$ cat src/rtl/mac_out_pkg.sv
// Shared types and constants for the MAC output packer.
// Frame counter width and beats per word live here.
package mac_out_pkg;

    typedef enum logic {
        IDLE = 1'b0,
        RUN  = 1'b1
    } state_t;

    localparam int FRAME_W = 16;
    localparam int BEATS   = 2;

    typedef logic [FRAME_W-1:0] frame_cnt_t;

endpackage

$ cat src/rtl/mac_out_packer_sync_fifo.sv
// Synchronous FIFO with registered storage and an occupancy count.
// Push and pop may coincide, including when full.
module sync_fifo #(
    parameter int WIDTH = 8,
    parameter int DEPTH = 4
) (
    input  logic                   clk,
    input  logic                   rstn,
    input  logic                   push,
    input  logic [WIDTH-1:0]       wdata,
    input  logic                   pop,
    output logic [WIDTH-1:0]       rdata,
    output logic                   full,
    output logic                   empty,
    output logic [$clog2(DEPTH):0] count
);

    localparam int AW = $clog2(DEPTH);

    logic [WIDTH-1:0] mem [DEPTH];
    logic [AW-1:0]    wptr;
    logic [AW-1:0]    rptr;

    always_ff @(posedge clk or negedge rstn) begin
        if (!rstn) begin
            wptr  <= '0;
            rptr  <= '0;
            count <= '0;
        end else begin
            if (push) wptr <= wptr + 1'b1;
            if (pop)  rptr <= rptr + 1'b1;
            case ({push, pop})
                2'b10:   count <= count + 1'b1;
                2'b01:   count <= count - 1'b1;
                default: count <= count;
            endcase
        end
    end

    always_ff @(posedge clk) begin
        if (push) mem[wptr] <= wdata;
    end

    // Depth is a power of two, so the count MSB alone means full.
    assign rdata = mem[rptr];
    assign full  = count[AW];
    assign empty = (count == '0);

endmodule

$ cat src/rtl/mac_out_packer.sv
// Buffers wide MAC output words and emits each as two half-word beats,
// framing them with a last flag and a frame-done pulse.
module mac_out_packer
    import mac_out_pkg::*;
#(
    parameter int MAC_OUT_NUM = 18,
    parameter int DATA_WIDTH  = 8,
    parameter int FIFO_DEPTH  = 4
) (
    input  logic                                   clk,
    input  logic                                   rstn,
    input  logic                                   start_i,
    input  logic [FRAME_W-1:0]                     frame_len_i,
    input  logic [MAC_OUT_NUM*DATA_WIDTH-1:0]      in_data_i,
    input  logic                                   in_valid_i,
    output logic                                   in_afull_o,
    output logic [MAC_OUT_NUM*DATA_WIDTH/BEATS-1:0] out_data_o,
    output logic                                   out_valid_o,
    input  logic                                   out_ready_i,
    output logic                                   out_last_o,
    output logic                                   frame_done_o,
    output logic                                   overflow_o
);

    localparam int WW = MAC_OUT_NUM * DATA_WIDTH;
    localparam int BW = WW / BEATS;
    localparam int CW = $clog2(FIFO_DEPTH) + 1;
    localparam logic [CW-1:0] AFULL = CW'(FIFO_DEPTH - 2);

    state_t     state;
    state_t     state_nxt;
    frame_cnt_t frame_len;
    frame_cnt_t acc_cnt;
    logic       sel;
    logic       done_q;
    logic       done_nxt;

    logic          f_push;
    logic          f_pop;
    logic [WW:0]   f_wdata;
    logic [WW:0]   f_rdata;
    logic          f_full;
    logic          f_empty;
    logic [CW-1:0] f_count;

    logic want;
    logic room;
    logic drop;
    logic start_go;
    logic hs;
    logic end_last;
    logic end_drain;

    // The top bit of each entry marks the frame's final word.
    assign f_wdata   = {acc_cnt == frame_len - 1'b1, in_data_i};
    assign hs        = out_valid_o & out_ready_i;
    assign f_pop     = hs & sel;
    assign want      = (state == RUN) & in_valid_i & (acc_cnt < frame_len);
    assign room      = ~f_full | f_pop;
    assign f_push    = want & room;
    assign drop      = want & ~room;
    assign start_go  = (state == IDLE) & start_i & (frame_len_i != '0);
    assign end_last  = f_pop & f_rdata[WW];
    assign end_drain = (state == RUN) & (acc_cnt == frame_len) & f_empty;

    sync_fifo #(
        .WIDTH (WW + 1),
        .DEPTH (FIFO_DEPTH)
    ) u_fifo (
        .clk   (clk),
        .rstn  (rstn),
        .push  (f_push),
        .wdata (f_wdata),
        .pop   (f_pop),
        .rdata (f_rdata),
        .full  (f_full),
        .empty (f_empty),
        .count (f_count)
    );

    always_comb begin
        state_nxt = state;
        done_nxt  = 1'b0;
        unique case (state)
            IDLE: begin
                if (start_go) state_nxt = RUN;
                if (start_i && frame_len_i == '0) done_nxt = 1'b1;
            end
            RUN: begin
                if (end_last || end_drain) begin
                    state_nxt = IDLE;
                    done_nxt  = 1'b1;
                end
            end
        endcase
    end

    always_ff @(posedge clk or negedge rstn) begin
        if (!rstn) begin
            state      <= IDLE;
            frame_len  <= '0;
            acc_cnt    <= '0;
            sel        <= 1'b0;
            done_q     <= 1'b0;
            overflow_o <= 1'b0;
        end else begin
            state  <= state_nxt;
            done_q <= done_nxt;
            if (hs) sel <= ~sel;
            if (start_go) begin
                frame_len  <= frame_len_i;
                acc_cnt    <= '0;
                overflow_o <= 1'b0;
            end else if (want) begin
                acc_cnt <= acc_cnt + 1'b1;
                if (drop) overflow_o <= 1'b1;
            end
        end
    end

    assign out_valid_o  = ~f_empty;
    assign out_last_o   = out_valid_o & sel & f_rdata[WW];
    assign out_data_o   = ~out_valid_o ? '0 :
                          sel ? f_rdata[BW +: BW] : f_rdata[0 +: BW];
    assign in_afull_o   = (f_count >= AFULL);
    assign frame_done_o = done_q;

endmodule

$ cat config.mk
export PLATFORM = sky130hd
export DESIGN_NAME = mac_out_packer
export DESIGN_NICKNAME = d
export VERILOG_FILES = /design/src/rtl/mac_out_pkg.sv /design/src/rtl/mac_out_packer_sync_fifo.sv /design/src/rtl/mac_out_packer.sv
export SDC_FILE = /design/constraint.sdc
export NUM_CORES = 1
export LEC_CHECK = 0
export ABC_AREA = 1
export CORE_MARGIN = 2
export CORE_UTILIZATION = 30
export CTS_CLUSTER_SIZE = 28
export DETAILED_ROUTE_END_ITERATION = 12
export SLEW_MARGIN = 20
export SYNTH_ARGS = -nofsm -noshare
export SYNTH_HDL_FRONTEND = slang
export SYNTH_HIERARCHICAL = 1
export SYNTH_SLANG_ARGS = --single-unit
$ cat constraint.sdc
create_clock -name clk -period 5 [get_ports clk]
set_clock_uncertainty 0.05 [all_clocks]
set_input_delay 0.5 -clock clk [delete_from_list [all_inputs] [get_ports clk]]
set_output_delay 0.5 -clock clk [all_outputs]
set_load 0.005 [all_outputs]
==> flow_summary.toml <==
[worst_setup_path]
r2r-start = "frame_len[3]"
crit_required_ns = 4.45
worst_r2r_path_depth = 14
cp.arrival_ns = 3.48
crit_path_end_kind = "output port"
startpoint_type = "flop"
crit_path_start = "u_fifo/rptr[1]"
rrSetupSlack_ns = 1.36
r2r_end = "u_fifo/mem[1][95]"
worst-path-max-fanout = 58
crit_type = "flop to output port"

[placement]
finalWeightedCongestion = 0.804
place_hpwl_mm = 44.7
numPortBuffers = 241
placed_cell_area_mm2 = 0.0310

[global_routing]
first_global_vias = 16818
grt_pass1_wl_mm = 105
grt_usage_pct = 14.6
grt_max_degree = 122
antenna_found_initial = 16
gr-total-overflow = 0

[finish]
final_common_cell = "edfxtp_1"
stdcell_area_mm2 = 0.0332
nets = 2805
layout_common_cells = "edfxtp_1 (580), nand2_1 (557), inv_1 (339)"
area_growth_pct = 19.8
drive_gt1_share_pct = 6.82

[detailed_routing]
finalWirelength_mm = 69.3
wl_per_cell_um = 18.0
vias = 17529
dr.pass1.iters = 5
post_drt_via_cell_ratio = 4.54
drc_errors = 0
ant_nets = 0
drtIter0Drc = 1234

[clock_tree]
cts_tree = "built"
clk-insertion-delay-late_ns = 0.61
clk_path_buf_depth = 3
cts_max_level = 3
post-cts-setup-buffers = 0
cts-root-buf = "clkbuf_16"
clkSinkCount = 623
cts_buffers = 69
cts.clk_slew.worst_paths_ns = 0.06

[sta]
tns_ns = 0
tightest_slew_ns = 1.01
fin_crit_ns = 4.03
max_freq_mhz = 248
post-route-period-util_pct = 80.7
drv_slew = 0
finalHoldViolCount = 0
max_slew_margin_pct = 32.6
rsz0062_at_grt = "no"
finalSetupViolations = 0

[synth]
syn_nets = 2591
synthAdderAreaFrac_pct = 1.11
synth_simple_gate_area_share_pct = 12.5
synth_xor_area_share_pct = 0.852
avgSynthCellArea_um2 = 11.6
netlist_instances = 2402
synth.area.mux_share_pct = 0
synth.distinct_cells = 44
synth_top_family_by_area = "simple AND/OR/NAND/NOR gates"
yosys_register_bits = 623
synthTopCellsByArea = "edfxtp_1 (63%), o211ai_1 (7.8%), nand2_1 (7.5%)"
ys_seq_area_share_pct = 66.6
yosys_warnings = 6
synth_compound_area_share_pct = 9.92
syn_area_mm2 = 0.0277
synth_top_area_cell = "edfxtp_1"
yosysTopAreaCellShare_pct = 62.8

[power_and_ir_drop]
total_leakage_power_nw = 12.7
max-vdd-ir-drop_mv = 0.295
power_per_cell_area_mw_per_mm2 = 583
finalPower_w = 0.0194

[min_path]
hold_path_class = "input port to asynchronous set/reset pin"

[flow_run]
max-cap-violations = 0

[die]
dieArea_mm2 = 0.0949
chipHeight_um = 308
io-pin-count = 242
rows = 111
start_util_pct = 30.3
core-area_mm2 = 0.0917
die_w_um = 308

[run_status]
status = "completed"
-- metal layers --
layer / track usage, % / part of all wire (%) / vias up / wire [µm]
met1: 19.8 / 45 / 8374 / 31400
met4: 4.12 / 1.9 / 22 / 1310
li1: - / - / 8646 / -
met3: 3.22 / 5.7 / 103 / 3930
met5: 0 / 0.19 / - / 134
met2: 23.5 / 47 / 384 / 32500
-- cell families (layout without fill, tap and decap cells) --
group | count (synthesis) | after routing
compound gates | 396 | 396
xor+xnor | 27 | 27
fa+ha+maj | 24 | 24
buf+inv | 488 | 755
flops | 623 | 623
other cells | 0 | 3
simple gates | 844 | 844
-- where the power goes --
group,switching (W),internal (W)
clock,0.00201,0.00300
sequential,0.000461,0.00658
combinational,0.00450,0.00282
total,0.00698,0.0124
-- sequential cells by signal, summed over array words and instances (netlist names) --
signal	flops
overflow_o	1
acc_cnt	16
frame_len	16
u_fifo/wptr	2
u_fifo/rptr	2
u_fifo/count	3
state	1
sel	1
frame_done_o	1
u_fifo/mem	580
-- synthesized netlist by cell type (all sizes together) --
library cell,number
nand4,22
or2,2
clkinv,1
xor2,17
o211ai,290
o21bai,4
clkbuf,27
ha,23
and3,1
buf,106
dfrtp,43
o21a,2
nand2,566
nor3,6
a211oi,1
edfxtp,580
nor4,4
a21oi,13
o21ai,86
xnor2,10
nand3b,2
nor2,200
nand3,41
inv,354
fa,1
-- how the worst max path moves through the flow --
| stage | endpoint | slack, ns | cells after the start |
|---|---|---|---|
| 3_5_place_dp | u_fifo/mem[1][42] | 1.25 | 10 |
| 2_1_floorplan | u_fifo/mem[3][0] | 0.62 | 11 |
| 3_3_place_gp | u_fifo/mem[1][37] | 1.23 | 10 |
| 6_report | out_data_o[63] | 0.97 | 8 |
| 4_1_cts | out_data_o[63] | 0.89 | 8 |
| 5_1_grt | out_data_o[3] | 0.81 | 8 |
-- layout make-up --
class / count / area (µm²)
Fill cell: 8817 / 58400
Sequential cell: 623 / 18500
Multi-Input combinational cell: 1291 / 6760
Timing Repair Buffer: 276 / 2880
Clock buffer: 93 / 1910
Tap cell: 1186 / 1480
Inverter: 355 / 1350
Clock inverter: 31 / 334
Antenna cell: 3 / 7.51
-- per-stage QoR --
| step | std cells | worst slack (ns) | utilization (%) | hold slack, ns |
|---|---|---|---|---|
| 2_1_floorplan | 2402 | 0.618 | - | 0.154 |
| 4_1_cts | 3854 | 0.888 | 36.2 | 0.0479 |
| 3_5_place_dp | 3730 | 1.25 | 33.8 | 0.445 |
| 5_1_grt | 3857 | 0.811 | 36.2 | 0.405 |
| 3_3_place_gp | 3730 | 1.23 | 33.8 | 0.445 |
| 6_report | 3858 | 0.967 | 36.2 | 0.401 |
-- worst max-delay path: stages, from the launching register on --
cell,delay [ns]
dfrtp_4,0.70
inv_6,0.50
buf_4,0.37
buf_4,0.26
o211ai_1,0.11
nand2_1,0.08
nor2_1,0.05
nor2_1,0.20
clkdlybuf4s50_1,0.54
-- repair_timing --
item / in CTS / in global routing
endpoints found under the hold margin: 0 / 43
hold buffers: 0 / 1
gates resized for setup: 0 / 0
Power figures use the tool's default switching activity.
